File: src/rtl/rc4_pkg.sv
// Shared RC4 keystream generator types and default sizing.
package rc4_pkg;
   localparam int RC4_WORD_W  = 4;
   localparam int RC4_KEY_MAX = 16;

   typedef enum logic [1:0] {
      ST_IDLE,
      ST_INIT,
      ST_KSA,
      ST_GEN
   } rc4_state_e;
endpackage

File: src/rtl/rc4_sbox.sv
// RC4 permutation store: two combinational read ports whose indices double as the
// swap write addresses, a post-swap lookup port and a registered debug read.
module rc4_sbox #(
   parameter int WORD_W = 4
) (
   input  logic              clk,
   input  logic              reset_1,
   input  logic [WORD_W-1:0] idx_a,
   input  logic [WORD_W-1:0] idx_b,
   output logic [WORD_W-1:0] data_a,
   output logic [WORD_W-1:0] data_b,
   input  logic              we_a,
   input  logic [WORD_W-1:0] wd_a,
   input  logic              we_b,
   input  logic [WORD_W-1:0] wd_b,
   input  logic [WORD_W-1:0] lk_idx,
   output logic [WORD_W-1:0] lk_data,
   input  logic [WORD_W-1:0] rd_addr,
   output logic [WORD_W-1:0] rd_data
);
   localparam int N = 1 << WORD_W;

   logic [WORD_W-1:0] mem [N];

   assign data_a = mem[idx_a];
   assign data_b = mem[idx_b];

   // Lookup sees the array as it will be after this cycle's swap of idx_a/idx_b.
   assign lk_data = (lk_idx == idx_a) ? mem[idx_b] :
                    (lk_idx == idx_b) ? mem[idx_a] : mem[lk_idx];

   always_ff @(posedge clk) begin
      if (we_a) mem[idx_a] <= wd_a;
      if (we_b) mem[idx_b] <= wd_b;
   end

   always_ff @(posedge clk) begin
      if (reset_1) rd_data <= '0;
      else         rd_data <= mem[rd_addr];
   end
endmodule

File: src/rtl/rc4_keystream_gen.sv
// RC4 keystream generator: key register file, S-box init, key scheduling and a
// one-word-per-cycle output stage with valid/ready back-pressure.
//
//   state   | meaning
//   --------+---------------------------------------------------
//   IDLE    | waiting for start, key writes allowed
//   INIT    | N cycles writing S[c] = c
//   KSA     | N cycles of key-scheduling swaps
//   GEN     | producing keystream, key writes and restart allowed
module rc4_keystream_gen
   import rc4_pkg::*;
#(
   parameter int WORD_W  = RC4_WORD_W,
   parameter int KEY_MAX = RC4_KEY_MAX
) (
   input  logic                         clk,
   input  logic                         reset_1,
   input  logic                         key_we,
   input  logic [$clog2(KEY_MAX)-1:0]   key_addr,
   input  logic [WORD_W-1:0]            key_data,
   input  logic [$clog2(KEY_MAX):0]     key_len,
   input  logic                         start,
   output logic                         ks_valid,
   input  logic                         ks_ready,
   output logic [WORD_W-1:0]            ks_data,
   output logic                         busy,
   input  logic [WORD_W-1:0]            rd_addr,
   output logic [WORD_W-1:0]            rd_data
);
   localparam int KA_W = $clog2(KEY_MAX);
   localparam int KL_W = KA_W + 1;
   localparam logic [KL_W-1:0] KEY_MAX_L = KL_W'(KEY_MAX);

   rc4_state_e        state, state_nx;
   logic [WORD_W-1:0] i, i_nx, j, j_nx;
   logic [KA_W-1:0]   k, k_nx, len_m1, len_m1_nx, len_m1_start;
   logic              ks_valid_nx;
   logic [WORD_W-1:0] ks_data_nx;
   logic [WORD_W-1:0] key_q [KEY_MAX];

   logic [WORD_W-1:0] ra_idx, ra_data, rb_data, j_step, lk_idx, lk_data;
   logic [WORD_W-1:0] sb_wd_a, sb_wd_b;
   logic              sb_we_a, sb_we_b, start_ok, key_open;

   assign key_open = (state == ST_IDLE) || (state == ST_GEN);
   assign start_ok = start && key_open;
   assign busy     = (state == ST_INIT) || (state == ST_KSA);

   assign len_m1_start = (key_len == '0 || key_len > KEY_MAX_L) ? KA_W'(KEY_MAX - 1)
                                                                : KA_W'(key_len - 1'b1);

   // Port A reads S[i] while scheduling, S[i+1] while generating; port B follows j.
   assign ra_idx = (state == ST_GEN) ? i + 1'b1 : i;
   assign j_step = j + ra_data + ((state == ST_KSA) ? key_q[k] : '0);
   assign lk_idx = ra_data + rb_data;

   rc4_sbox #(.WORD_W(WORD_W)) u_sbox (
      .clk     (clk),
      .reset_1 (reset_1),
      .idx_a   (ra_idx),
      .idx_b   (j_step),
      .data_a  (ra_data),
      .data_b  (rb_data),
      .we_a    (sb_we_a & ~reset_1),
      .wd_a    (sb_wd_a),
      .we_b    (sb_we_b & ~reset_1),
      .wd_b    (sb_wd_b),
      .lk_idx  (lk_idx),
      .lk_data (lk_data),
      .rd_addr (rd_addr),
      .rd_data (rd_data)
   );

   always_comb begin
      state_nx    = state;
      i_nx        = i;
      j_nx        = j;
      k_nx        = k;
      len_m1_nx   = len_m1;
      ks_valid_nx = ks_valid;
      ks_data_nx  = ks_data;
      sb_we_a     = 1'b0;
      sb_we_b     = 1'b0;
      sb_wd_a     = rb_data;
      sb_wd_b     = ra_data;
      if (start_ok) begin
         state_nx    = ST_INIT;
         i_nx        = '0;
         j_nx        = '0;
         k_nx        = '0;
         len_m1_nx   = len_m1_start;
         ks_valid_nx = 1'b0;
      end else begin
         unique case (state)
            ST_INIT: begin
               sb_we_a = 1'b1;
               sb_wd_a = i;
               i_nx    = i + 1'b1;
               if (i == '1) state_nx = ST_KSA;
            end
            ST_KSA: begin
               sb_we_a = 1'b1;
               sb_we_b = 1'b1;
               i_nx    = i + 1'b1;
               j_nx    = j_step;
               k_nx    = (k == len_m1) ? '0 : k + 1'b1;
               if (i == '1) begin
                  state_nx = ST_GEN;
                  j_nx     = '0;
               end
            end
            ST_GEN: begin
               if (!ks_valid || ks_ready) begin
                  sb_we_a     = 1'b1;
                  sb_we_b     = 1'b1;
                  i_nx        = ra_idx;
                  j_nx        = j_step;
                  ks_data_nx  = lk_data;
                  ks_valid_nx = 1'b1;
               end
            end
            default: ;
         endcase
      end
   end

   always_ff @(posedge clk) begin
      if (reset_1) begin
         state    <= ST_IDLE;
         i        <= '0;
         j        <= '0;
         k        <= '0;
         len_m1   <= '0;
         ks_valid <= 1'b0;
         ks_data  <= '0;
      end else begin
         state    <= state_nx;
         i        <= i_nx;
         j        <= j_nx;
         k        <= k_nx;
         len_m1   <= len_m1_nx;
         ks_valid <= ks_valid_nx;
         ks_data  <= ks_data_nx;
      end
   end

   // Key contents survive reset; only the write strobe is blocked by it.
   always_ff @(posedge clk) begin
      if (!reset_1 && key_we && key_open) key_q[key_addr] <= key_data;
   end
endmodule

File: config.mk
export PLATFORM = sky130hd
export DESIGN_NAME = rc4_keystream_gen
export DESIGN_NICKNAME = d
export VERILOG_FILES = /design/src/rtl/rc4_pkg.sv /design/src/rtl/rc4_sbox.sv /design/src/rtl/rc4_keystream_gen.sv
export SDC_FILE = /design/constraint.sdc
export NUM_CORES = 1
export LEC_CHECK = 0
export ABC_AREA = 1
export CAP_MARGIN = 20
export CORE_MARGIN = 2
export CORE_UTILIZATION = 42
export DETAILED_ROUTE_END_ITERATION = 10
export DONT_BUFFER_PORTS = 1
export GPL_ROUTABILITY_DRIVEN = 1
export PLACE_DENSITY_LB_ADDON = 0.3
export SYNTH_ARGS = -nofsm -noshare
export SYNTH_HDL_FRONTEND = slang
export SYNTH_SLANG_ARGS = --single-unit
File: constraint.sdc
create_clock -name clk -period 8.8 [get_ports clk]
set_input_delay 1.76 -clock clk [delete_from_list [all_inputs] [get_ports clk]]
set_output_delay 1.76 -clock clk [all_outputs]
set_load 0.1 [all_outputs]
After elaboration in Yosys (flattened, before gate mapping):

Memories as Yosys holds them, arrays and structs flattened. A register that Yosys moved wholly into a read port is not among the register bits.
Cells that the tools add are included.
Widths: inputs -> output; s select.

* add/subtract/negate cells: 6
* multipliers: 0
* divide/modulo/power cells: 0
* magnitude comparators: 1
* eq/ne operators: 12
* shift-type cells: 0
* multiplexer cells: 30
* bitwise gates (word level): 4
* reduce and logical (&&, ||, !) cells: 23

Operators with widths (count)
* $mux 4: 13
* $pmux 4 s2: 2
* $add 4x4->4: 3
* $eq 4x4->1: 3
* $mux 1: 10
* $reduce_and 3->1: 3
* $add 4x1->4 const B: 2
* $ne 2x1->1 const B: 3
* $ne 3x2->1 const B: 2
* $reduce_and 2->1: 3
* $reduce_bool 2->1: 3
* $gt 5x5->1 const B: 1
* $logic_not 5->1: 1
* $eq 2x2->1 const B: 2
* $eq 4x4->1 const B: 1
* $logic_or 1x1->1: 4
* $mux 2: 2
* $pmux 1 s2: 2
* $pmux 2 s2: 1
* $reduce_or 2->1: 2
* $sub 4x1->4 const B: 1
* $logic_and 1x1->1: 3
* $reduce_bool 3->1: 1
* $and 1x1->1: 2
* 4 further kinds: 6

* register bits: 23
* bits in latches: 0
* memory bits (writable): 128
* memory bits (read-only): 0
* input port bits: 22
* output and inout bits: 10
* memories: 2

Memory list
* key_q: depth 16, width 4, read ports 1, clocked after memory_dff 1, wr ports 1, RTL line rc4_keystream_gen.sv:39 `logic [WORD_W-1:0] key_q [KEY_MAX];`
* u_sbox.mem: depth 16, width 4, read ports 4, clocked after memory_dff 1, wr ports 2, RTL line rc4_sbox.sv:23 `logic [WORD_W-1:0] mem [N];`

Longest topological paths before layout:

An unclocked memory read counts as a cell.

* word-level depth: 10
* mapped depth: 43
* gate-level depth less buffers: 41

Modules after synthesis:

From an unflattened synthesis, not the netlist that was laid out.

* cell total of the unflattened synthesis: 1296
* area total of the unflattened synthesis: 9750.6 µm²

By module, submodules not included
* rc4_sbox: times used 1, cells an instance 872, area an instance 5505.3 µm², sequential area each 2001.9 µm²
* rc4_keystream_gen: times used 1, cells an instance 424, area an instance 4245.3 µm², sequential area each 2462.4 µm²

Least setup slack after synthesis:

No wires, ideal clock.

* path kind: reg-to-reg
* start point: register state[0]
* end point: register ks_data[0]
* setup time: 0.071 ns
* arrival: 6.662 ns
* data required time: 8.729 ns
* setup slack: 2.067 ns
* stages on the path, launching flop included: 36
* path buffers: 2
* period minus slack after synthesis: 6.733 ns
* path through: dfxtp_1 > ha_1 > inv_1 > ha_1 > buf_4 > nor2_1 > inv_1 > or2_1 > a31oi_1 > a31oi_1 > nand2_1 > clkbuf_1 > inv_1 > fa_1 > ha_1 > inv_1 > fa_1 > inv_1 > nand3_1 > nand2_1 > nand3_1 > nand2_4 > nand2_1 > inv_2 > a21oi_1 > nand2_2 > inv_1 > ha_1 > fa_1 > xnor2_1 > nor2_1 > nor4_1 > nand3_2 > nand2_1 > nand3_1 > a21oi_1

* longest elaborated chain between the ends: 10
* elaborated cells on any way between the ends: 17
* classes of those cells: 3 x add/sub; 4 x eq/ne; 4 x mux; 1 x bitwise; 4 x reduce/logical; 1 x memory

Ends and longest elaborated chain
* start: declaration: RTL line rc4_keystream_gen.sv:34 `rc4_state_e state, state_nx;`
* start signal: assignment: RTL line rc4_keystream_gen.sv:137 `state <= state_nx;`
* $eq 2x2->1: RTL line rc4_keystream_gen.sv:45, rc4_keystream_gen.sv:53, rc4_keystream_gen.sv:94
* $mux 4: RTL line rc4_keystream_gen.sv:53 `assign ra_idx = (state == ST_GEN) ? i + 1'b1 : i;`
* $mem_v2 16x4
* $add 4x4->4 (2 in a row): RTL line rc4_keystream_gen.sv:54 `assign j_step = j + ra_data + ((state == ST_KSA) ? key_q[k] : '0);`
* $mem_v2 16x4
* $add 4x4->4: RTL line rc4_keystream_gen.sv:55 `assign lk_idx = ra_data + rb_data;`
* $mem_v2 16x4 / $eq 4x4->1 (equally long branches)
* $mux 4: RTL line rc4_sbox.sv:30 `(lk_idx == idx_b) ? mem[idx_a] : mem[lk_idx];`
* $mux 4: RTL line rc4_sbox.sv:29 `assign lk_data = (lk_idx == idx_a) ? mem[idx_b] :`
* end signal: assignment: RTL line rc4_keystream_gen.sv:143 `ks_data <= ks_data_nx;`
* end: declaration: RTL line rc4_keystream_gen.sv:25 `output logic [WORD_W-1:0] ks_data,`

Parallel ways exist; a longest one is shown, timed or not.
A chain may end at the register's enable or synchronous reset.

Final worst setup path:

* start point: register state[0]
* end point: register ks_data[1]

The elaborated chain is that of the path after synthesis.

==> qor.txt <==
wirelength, routed -> 30500 µm
final setup TNS -> 0 ns
Fin. Hold Viols -> 0
worst flop-to-flop path startpoint -> state[0]
Clock transition at path regs -> 0.08 ns
worst hold path depth -> 2
Max stage delay on crit path -> 0.72 ns
vias per cell -> 5.84
RSZ-0062 raised after global routing -> no
Final ANT Viol Nets -> 0
Layout Skew -> 0.0188 ns
root buf cell -> clkbuf_16
# rows -> 55
Initial DRT Pass Iterations -> 7
minimum clock period -> 7.72 ns
Slew headroom -> 29.9%
Unique masters post-synth -> 45
FF-to-FF path depth -> 37
WHS Endpoint -> j[0]
PortBufs -> 0
CP Data Required Time -> 9.17 ns
via count -> 8671
Avg Cell Area, Syn -> 8.01 µm²
Seq/Total Area, Yosys -> 46.4%
Cells after DPL -> 1452
# IOs -> 32
crit path max-delay cell type -> fa_1
Worst Hold Launch -> j[0]
drt drc -> 0
H-tree depth -> 4
cells after synthesis -> 1201
fraction of layout cells with a size suffix above 1 -> 7.42%
Setup Fix Bufs, Post-CTS -> 0
CP max FO -> 22
number of global-route vias before repair -> 8101
CTS Buffer Depth -> 2
Tcrit/Tclk final -> 87.8%
wire length of the first global-routing pass -> 46800 µm
R2R Path End -> ks_data[1]
largest net degree at the start of global routing -> 44
Overflow after GRT -> 0
worst min-delay path category -> reg -> reg
clock latency on the worst-skew pair -> 0.44 ns
Yosys warning total -> 0
Max Clk Rate -> 129 MHz
layout net count -> 1227
total CTS buffers -> 17
Synth Cell Area -> 9620 µm²
startpoint class of the critical path -> flip-flop
arrival time worst endpoint -> 8.09 ns
number of diodes -> 0
Post-Syn Nets -> 1242
max-cap check violation count -> 0
Reg2Reg Setup Slack -> 1.08 ns
Final setup viols -> 0
filler instances -> 2192
Die W -> 155 µm
Slew Limit Fails -> 0
CP Class -> reg -> reg
CTS sink count -> 159
Post-CTS Hold Fix Bufs -> 0
Tightest Pin Transition -> 1.05 ns
GRT Total Usage -> 25.4%
Initial Util -> 42.6%
wire length per cell -> 20.6 µm
post-layout instance count excluding filler cells -> 1484
CP endpoint kind -> flip-flop
Initial DRC Count -> 900
Area growth, synth to finish -> 9.10%
CTS tree -> yes
status -> completed
most frequent CP cell -> inv_1
# resized after CTS -> 0
Core Box Area -> 22600 µm²
initial antenna violation count -> 0
Die Y -> 155 µm
Die ar. -> 24100 µm²
HPWL Detailed -> 22000 µm
gp weighted congestion -> 1.01
Yosys reg bits -> 159
## state kept, by name, summed over array words and instances, names as in the netlist, named ones only
signal	flops
key_q	64
u_sbox.mem	64
i	4
j	4
k	4
ks_data	4
len_m1	4
u_sbox.rd_data	4
state	2
ks_valid	1
## stage by stage
stage | setup slack (ns) | util (%) | area, µm² | hold slack [ns]
after global placement | 1.39 | 43.7 | 9860 | 0.456
after global routing | 0.449 | 46.5 | 10500 | 0.496
after floorplan | 2.07 | - | 9620 | 0.444
after detailed placement | 1.13 | 43.7 | 9860 | 0.463
after CTS | 1.08 | 46.5 | 10500 | 0.473
final | 1.08 | 46.5 | 10500 | 0.474
## cells by family (layout without fill, tap and decap cells)
logic type,count (synthesis),in the layout,synth area share (%)
AO/OA/AOI/OAI,384,384,22.5
XOR/XNOR,15,15,1.37
buffers and inverters,180,178,7.48
AND/OR/NAND/NOR,444,444,19.4
adder cells (fa/ha/maj),19,19,2.86
flip-flops,159,159,46.4
## placed cells by master (no fill, tap or decap), types with 3 or more instances in the layout
master     synthesis  routed
xnor2_1            7       7
o211ai_1          13      13
nor2_1            95      95
a31oi_1            9       9
clkbuf_16          0      17
nand3_2            3       3
fa_1               5       5
a22oi_1            9       9
a21oi_2            4       4
nor3_1             3       3
o21ai_0          172     172
inv_2              7       7
nand2_1          247     247
xor2_1             8       8
inv_1            122     122
a221oi_1           6       6
edfxtp_1         128     128
clkinv_1           3       3
nand4_1            6       6
buf_4              3      13
inv_8              0       6
dfxtp_1           31      31
nand3_1           63      63
ha_1              14      14
nand2_4            3       3
nand2_2           19      19
a21oi_1           98      98
clkinv_8           0       6
o22ai_1           27      27
o21ai_1           23      23
o221ai_1          15      15
## final cells by class
class                   instances  area [µm²]  area share, %
repair buffers                 13        97.6          0.930
multi-input cells             862        4440           42.3
well taps                     285         357           3.40
clock inverters                15         211           2.01
inverters                     133         504           4.80
clock buffers                  17         425           4.05
flip-flops and latches        159        4460           42.5
## cell usage after synthesis (all sizes together)
master  instances  area (µm²)
nor4            1        6.26
fa              5         100
ha             14         175
o21bai          1        7.51
a221oi          6        52.6
inv           130         493
o211ai         13        97.6
nand3          66         345
xor2            8        70.1
or2             2        12.5
nand2         269        1080
clkinv          3        11.3
o221ai         15         131
nand4           6        37.5
clkbuf         36         135
a22oi           9        67.6
buf            11        80.1
nor3            3        15.0
or3b            1        8.76
o21ai         197        1000
o22ai          27         169
a211oi          1        7.51
a21oi         104         558
dfxtp          31         621
edfxtp        128        3840
xnor2           7        61.3
nor2           96         363
a21o            1        7.51
a31oi           9        56.3
o31ai           1        7.51
## metal layers
layer  wire length, µm  track usage [%]  up-vias
li1                  -                -     4141
met1             13300             35.3     4087
met2             13600             39.3      382
met3              2720             5.91       61
met4               812             8.48        0
met5                 0                0        -
## critical path: cells and delay by family (launching register included)
kind	cells	cell delay, ns
buffers and inverters	11	1.59
adders and majority gates	7	2.89
DFF	1	0.43
AOI/OAI and AO/OA	7	1.08
and+or+nand+nor	12	1.63
## how the worst max path moves through the flow
stage | startpoint | to | slack (ns) | cells after the start
2_1_floorplan | state[0] | ks_data[0] | 2.07 | 35
3_3_place_gp | state[0] | ks_data[1] | 1.39 | 37
3_5_place_dp | state[0] | ks_data[1] | 1.13 | 37
4_1_cts | state[0] | ks_data[1] | 1.08 | 37
5_1_grt | state[0] | ks_data[1] | 0.45 | 35
6_report | state[0] | ks_data[1] | 1.08 | 37
Power is not shown: default switching activity piles up to over one toggle a cycle in this logic, so the estimate is an artifact.
